File: config.mk
export PLATFORM = sky130hd
export DESIGN_NAME = qeciphy_fault_notifier
export DESIGN_NICKNAME = d
export VERILOG_FILES = /design/src/rtl/qeciphy_fault_notifier.sv
export SDC_FILE = /design/constraint.sdc
export NUM_CORES = 1
export LEC_CHECK = 0
export ABC_AREA = 1
export CAP_MARGIN = 20
export CORE_MARGIN = 4
export CORE_UTILIZATION = 40
export CTS_CLUSTER_DIAMETER = 200
export DETAILED_ROUTE_END_ITERATION = 16
export DONT_BUFFER_PORTS = 1
export MAX_ROUTING_LAYER = met4
export PLACE_DENSITY_LB_ADDON = 0.2
export SLEW_MARGIN = 20
export SYNTH_ARGS = -nofsm -noshare
export SYNTH_HDL_FRONTEND = slang
export SYNTH_SLANG_ARGS = --single-unit
File: constraint.sdc
create_clock -name clk_i -period 4.7 [get_ports clk_i]
set_input_delay 0.94 -clock clk_i [delete_from_list [all_inputs] [get_ports clk_i]]
set_output_delay 0.94 -clock clk_i [all_outputs]
set_load 0.01 [all_outputs]
File: src/rtl/qeciphy_fault_notifier.sv
// -----------------------------------------------------------------------------
// qeciphy_fault_notifier
//
// Transmit-side fault notifier. When the latched fatal fault from the error
// handler is seen, the 4-bit error code is captured and a 64-bit notification
// word is sent REPEAT_COUNT times to the link partner over a valid/ready
// stream. Consecutive copies are separated by GAP_CYCLES idle cycles.
//
// Word layout:
//   [63:48] 16'hFA17 marker
//   [47:44] captured error code
//   [43:40] sequence index 0..REPEAT_COUNT-1
//   [39:8]  zero
//   [7:0]   CRC-8 (poly 0x07, init 0, MSB first over [63:8]) when
//           QECIPHY_FAULT_NOTIFY_CRC_EN is defined, otherwise 8'h00
//
// Optional feature macro: QECIPHY_FAULT_NOTIFY_CRC_EN
//
// Parameters:
//   REPEAT_COUNT  words per fault event (1..16)
//   GAP_CYCLES    idle cycles between consecutive words (0..65535)
//
// Ports:
//   clk_i          clock
//   rst_n_i        asynchronous active-low reset
//   fault_fatal_i  latched fatal fault from the error handler
//   ecode_i        latched error code, valid while fault_fatal_i is high
//   tx_tdata_o     notification word
//   tx_tvalid_o    word valid
//   tx_tready_i    TX datapath accepts word
//   notify_busy_o  sequence in progress (SEND or GAP)
//   notify_done_o  all words of the current fault event accepted
// -----------------------------------------------------------------------------
module qeciphy_fault_notifier #(
  parameter int REPEAT_COUNT = 4,
  parameter int GAP_CYCLES   = 16
) (
  input  logic        clk_i,
  input  logic        rst_n_i,
  input  logic        fault_fatal_i,
  input  logic [3:0]  ecode_i,
  output logic [63:0] tx_tdata_o,
  output logic        tx_tvalid_o,
  input  logic        tx_tready_i,
  output logic        notify_busy_o,
  output logic        notify_done_o
);

  localparam logic [3:0]  LAST_SEQ = 4'(REPEAT_COUNT - 1);
  localparam logic [15:0] GAP_LOAD = 16'(GAP_CYCLES);
  localparam logic [15:0] MARKER   = 16'hFA17;

  typedef enum logic [1:0] {
    ST_IDLE,
    ST_SEND,
    ST_GAP,
    ST_DONE
  } state_t;

  state_t       r_state;
  logic [3:0]   r_ecode;
  logic [3:0]   r_seq;
  logic [15:0]  r_gap_cnt;
  logic [63:0]  r_tdata;
  logic         r_tvalid;
  logic         r_busy;
  logic         r_done;

  logic         w_hs;
  logic [3:0]   w_seq_nxt;

  assign w_hs      = r_tvalid & tx_tready_i;
  assign w_seq_nxt = r_seq + 4'd1;

`ifdef QECIPHY_FAULT_NOTIFY_CRC_EN
  // Serial CRC-8 (x^8 + x^2 + x + 1), message fed MSB first.
  function automatic logic [7:0] crc8(input logic [55:0] msg);
    logic [7:0] c;
    logic       fb;
    c = 8'h00;
    for (int i = 55; i >= 0; i--) begin
      fb = c[7] ^ msg[i];
      c  = {c[6:0], 1'b0} ^ (fb ? 8'h07 : 8'h00);
    end
    return c;
  endfunction
`endif

  function automatic logic [63:0] build_word(input logic [3:0] ec,
                                             input logic [3:0] seq);
    logic [55:0] body;
    body = {MARKER, ec, seq, 32'h0000_0000};
`ifdef QECIPHY_FAULT_NOTIFY_CRC_EN
    return {body, crc8(body)};
`else
    return {body, 8'h00};
`endif
  endfunction

  always_ff @(posedge clk_i or negedge rst_n_i) begin
    if (!rst_n_i) begin
      r_state   <= ST_IDLE;
      r_ecode   <= 4'h0;
      r_seq     <= 4'h0;
      r_gap_cnt <= 16'h0000;
      r_tdata   <= 64'h0;
      r_tvalid  <= 1'b0;
      r_busy    <= 1'b0;
      r_done    <= 1'b0;
    end else begin
      case (r_state)
        ST_IDLE: begin
          if (fault_fatal_i) begin
            // Capture straight from ecode_i so the first word is presented
            // on the very next cycle.
            r_ecode  <= ecode_i;
            r_seq    <= 4'h0;
            r_tdata  <= build_word(ecode_i, 4'h0);
            r_tvalid <= 1'b1;
            r_busy   <= 1'b1;
            r_state  <= ST_SEND;
          end
        end

        ST_SEND: begin
          if (w_hs) begin
            if (r_seq == LAST_SEQ) begin
              r_tvalid <= 1'b0;
              r_busy   <= 1'b0;
              r_done   <= 1'b1;
              r_state  <= ST_DONE;
            end else begin
              r_seq   <= w_seq_nxt;
              // Next word is prepared now; it only becomes visible to the
              // sink once tvalid is raised again.
              r_tdata <= build_word(r_ecode, w_seq_nxt);
              if (GAP_CYCLES > 0) begin
                r_tvalid  <= 1'b0;
                r_gap_cnt <= GAP_LOAD;
                r_state   <= ST_GAP;
              end
            end
          end
        end

        ST_GAP: begin
          // Counter holds the number of idle cycles still to elapse including
          // the current one; tvalid rises on the edge that ends the last one.
          if (r_gap_cnt <= 16'd1) begin
            r_gap_cnt <= 16'h0000;
            r_tvalid  <= 1'b1;
            r_state   <= ST_SEND;
          end else begin
            r_gap_cnt <= r_gap_cnt - 16'd1;
          end
        end

        ST_DONE: begin
          if (!fault_fatal_i) begin
            r_done  <= 1'b0;
            r_state <= ST_IDLE;
          end
        end

        default: begin
          r_tvalid <= 1'b0;
          r_busy   <= 1'b0;
          r_done   <= 1'b0;
          r_state  <= ST_IDLE;
        end
      endcase
    end
  end

  assign tx_tdata_o    = r_tdata;
  assign tx_tvalid_o   = r_tvalid;
  assign notify_busy_o = r_busy;
  assign notify_done_o = r_done;

endmodule

# Yosys cells after proc, flatten, opt, wreduce, memory -nomap -nowiden
# Cells that the tools add are included.
[op_classes]
add_sub_neg = 2
mux = 29
n_eq_ne = 10
magnitude_cmp = 1
reduce_logical = 12
bitwise = 1
[ops]
columns = ["op", "count"]
rows = [
  ["two-way mux 64 bit", 3],
  ["one-hot mux 64 bit (2 select lines)", 1],
  ["two-way mux 16 bit", 3],
  ["one-hot mux 16 bit (2 select lines)", 1],
  ["AND reduction 4 bit", 5],
  ["<= comparator 16 x 1 -> 1 bit (second input constant)", 1],
  ["subtractor 16 x 1 -> 16 bit (second input constant)", 1],
  ["two-way mux 4 bit", 3],
  ["!= test 2 bit (second input constant)", 6],
  ["two-way mux 1 bit", 9],
  ["two-way mux 2 bit", 4],
  ["one-hot mux 2 bit (4 select lines)", 1],
  ["one-hot mux 4 bit (2 select lines)", 1],
  ["nonzero test 2 bit", 3],
  ["adder 4 x 1 -> 4 bit (second input constant)", 1],
  ["equality test 2 bit (second input constant)", 2],
  ["equality test 4 x 2 -> 1 bit (second input constant)", 1],
  ["one-hot mux 1 bit (2 select lines)", 2],
  ["one-hot mux 1 bit (3 select lines)", 1],
  ["AND reduction 3 bit", 1],
  ["nonzero test 3 bit", 1],
  ["equality test 2 x 1 -> 1 bit (second input constant)", 1],
  ["logical NOT 2 bit", 1],
  ["AND reduction 2 bit", 1],
  ["bitwise AND 1 bit", 1],
]
[totals]
out_inout_bits = 67
reg_bits = 93
wordCells = 63
in_bits = 8

# Longest topological paths before layout
[depth]
ltp_word = 4
mapped_depth = 11
depth_no_buf = 10

# Worst setup path after synthesis
# No wires, ideal clock.
[synth_timing]
path_kind = "input to register"
from = "input port tx_tready_i"
to = "register r_tdata[62], in the netlist tx_tdata_o[62]"
t_required_ps = 4576
setup_time_ps = 124
n_path_buf = 0
path_stages = 7
arrival_ps = 1617
path_slack_ps = 2959
path_cell_list = "nand2_1 nand2_2 nand2_2 nor2_4 nor2_8 inv_2 or2_1"
[synth_between]
elab_chain_cells = 3
[synth_lines]
columns = ["item", "line", "text"]
rows = [
  ["start: declaration", "44", "input logic tx_tready_i,"],
  ["bitwise AND 1 bit", "72", "assign w_hs = r_tvalid & tx_tready_i;"],
  ["!= test 2 bit (no line)", "n/a", ""],
  ["AND reduction 4 bit (no line)", "n/a", ""],
  ["end signal: assignment", "118", "r_tdata <= build_word(ecode_i, 4'h0);"],
  ["end signal: assignment", "136", "r_tdata <= build_word(r_ecode, w_seq_nxt);"],
  ["end: declaration", "64", "logic [63:0] r_tdata;"],
]
# Every way passes these cells.
# A chain may end at the register's enable or synchronous reset.

==> results_dict.tcl <==
set metrics [dict create \
    yosysSeqAreaShare 0.3674 \
    critPathArrivalTime_ps 1230 \
    synth.distinct_cells 28 \
    period_share 0.4608 \
    setup_viol 0 \
    vias_per_cell 4.330 \
    regToRegStartpoint "r_seq[0]" \
    synth_fa_ha_area_frac 0.01621 \
    grt_remaining_overflow 0 \
    antenna_found_initial 0 \
    drv_cap 0 \
    place_congestion 0.8280 \
    synth_warnings 0 \
    fin_setup_tns_ps 0 \
    drive_above_1_share 0.06070 \
    clk_pin_slew_ps 70 \
    grt_max_degree 35 \
    p_per_area_mw_per_mm2 712.0 \
    post-route-util 0.4054 \
    clk_path_buf_depth 2 \
    wl_per_cell_um 11.40 \
    clock_latency_ps 280 \
    relSlewSlack 0.3939 \
    whs_ps 346.2 \
    muxShareOfSynthArea 0 \
    synth_edf_count 0 \
    synth_compound_area_frac 0.06645 \
    syn2layout_area_growth_pct -2.431 \
    dieArea_mm2 0.007071 \
    clkPwrFrac 0.169 \
    hold_buffers 0 \
    cts_buffers 5 \
    dp_worst_setup_slack_ps 2804 \
    ant_nets 0 \
    ctsResizeCount 0 \
    timing.rr.end "r_gap_cnt[12]" \
    slew_violations 0 \
    comb_power_share 0.500 \
    synth_ff_type "dfrtp_1" \
    clock.fmax_mhz 461.7 \
    p_int_mw 0.8402 \
    rrSetupSlack_ps 2940 \
    port_buffers 0 \
    via_count 1667 \
    p_switching_mw 0.7686 \
    dr.first_iter.drc_count 72 \
    synth_top_family_by_area "simple AND/OR/NAND/NOR gates" \
    peakVddDrop_mv 0.3113 \
    ios 75 \
    synth.avg_cell_area_um2 7.283 \
    fin_ws_ps 2534 \
    status "finished clean" \
    layout_commonest_cell "nand2_1" \
    h-tree-depth 2 \
    grt_pass1_wl_um 7355 \
    worst_ep_required_time_ps 3760 \
    p_seq_frac 0.331 \
    grt_pass1_vias 1484 \
    clock_skew_ps 7.852 \
    die_w_um 84.09 \
    layout_common_cells "88 x nand2_1, 46 x conb_1, 44 x nor2_1" \
    cts_root_buf "clkbuf_8" \
    drc_errors 0 \
    grt_setup_unrepaired "no" \
    cp_max_fo 11 \
    leakage_nw 1.242 \
    reg2reg_depth 9 \
    fp.dieH_um 84.09 \
    n_antenna_cell 0 \
    finalHoldViolations 0 \
    worstSetupPathType "flop to primary output" \
    tightest_slew_ps 909.2 \
    core.rowCount 27 \
    cp-startpoint "tx_tdata_o[62]" \
    cts_tree "built" \
    crit_cells 0 \
    postCtsSetupRepairBufs 0 \
    wl_um 4389 \
    dp_hpwl_um 3373 \
    core_mm2 0.005574 \
    critPathLaunchType "flop" \
    hp-class "input port to async pin" \
    period_needed_ps 2166 \
    syn_inst 318 \
    firstDrtPassIters 4 \
    initial_utilization 0.4155 \
    synthArstFlopShare 1.000 \
    ys_ff_latch 34 \
    fin_nets 324 \
    yosys.area_share.simple 0.2998 \
    syn_area_mm2 0.002316 \
    clock_sinks 34 \
    synth_xor_area_frac 0.01513 \
    switching_share 0.4777 \
    grt_use_total 0.1311 \
    end_kind "primary output" \
]
==> final cells by class <==
class	instances	area, µm²
clock inverter	1	30.03
tap	72	90.09
sequential	34	850.8
clock buffer	6	82.58
inverter	30	112.6
multi-input combinational	242	1094
fill	591	3314
==> registers in the layout, indices dropped and copies added, names as in the netlist <==
signal and count:
r_gap_cnt 16, tx_tdata_o 6, r_ecode 4, r_seq 3, r_state 2, notify_busy_o 1, notify_done_o 1, tx_tvalid_o 1
==> metrics by stage <==
stage          cell area, µm²  total power [mW]  cells
6_report                 2260             1.609    385
4_1_cts                  2260             1.621    385
3_5_place_dp             2147             1.341    378
5_1_grt                  2260             1.771    385
2_1_floorplan            2485             1.206    363
3_3_place_gp             2147             1.335    378
==> kinds of logic after synthesis <==
family,after synthesis
other,1
XOR/XNOR,4
AO/OA/AOI/OAI,26
flip-flops,34
adder cells (fa/ha/maj),3
AND/OR/NAND/NOR,163
buffers and inverters,87
==> layer usage <==
layer	track usage	share of wire
met5	-	0
met4	0.03947	0.012
met3	0.02863	0.058
met2	0.1987	0.45
met1	0.1751	0.48
==> synthesized netlist by cell type (2+ instances only) <==
master	instances	share of area
buf_4	55	0.18
nand2_2	5	0.014
nand4_1	3	0.0081
inv_2	3	0.0049
nor2_1	44	0.071
inv_1	27	0.044
o21bai_1	3	0.0097
a21oi_1	3	0.0065
nor3_1	2	0.0043
ha_1	3	0.016
o21ai_0	16	0.035
nand2_1	88	0.14
nand3_1	15	0.032
dfrtp_1	34	0.37
xor2_1	4	0.015
==> power by group through the flow <==
stage	clock network [mW]	logic [mW]	registers [mW]
after floorplan	0	0.699	0.507
after global placement	0	0.798	0.537
after detailed placement	0	0.803	0.539
after CTS	0.281	0.806	0.534
after global routing	0.292	0.926	0.553
final	0.272	0.804	0.533
==> worst reg2reg max path: stages, from the launching register on <==
cell and delay, ps:
dfrtp_1 470, ha_1 290, nand2_1 140, nand2_4 100
nand2_1 100, nand2_2 180, nor2_1 200, nand2_1 70
nand2_1 60, nor2_1 50
==> how the worst max path moves through the flow <==
stage / slack (ps) / end
after global placement: 2830 / tx_tdata_o[48]
after floorplan: 2960 / tx_tdata_o[62]
final: 2530 / tx_tdata_o[61]
after global routing: 2480 / tx_tdata_o[52]
after detailed placement: 2800 / r_gap_cnt[12]
after CTS: 2520 / tx_tdata_o[48]
Note: power is estimated with default switching activity, not from simulation.
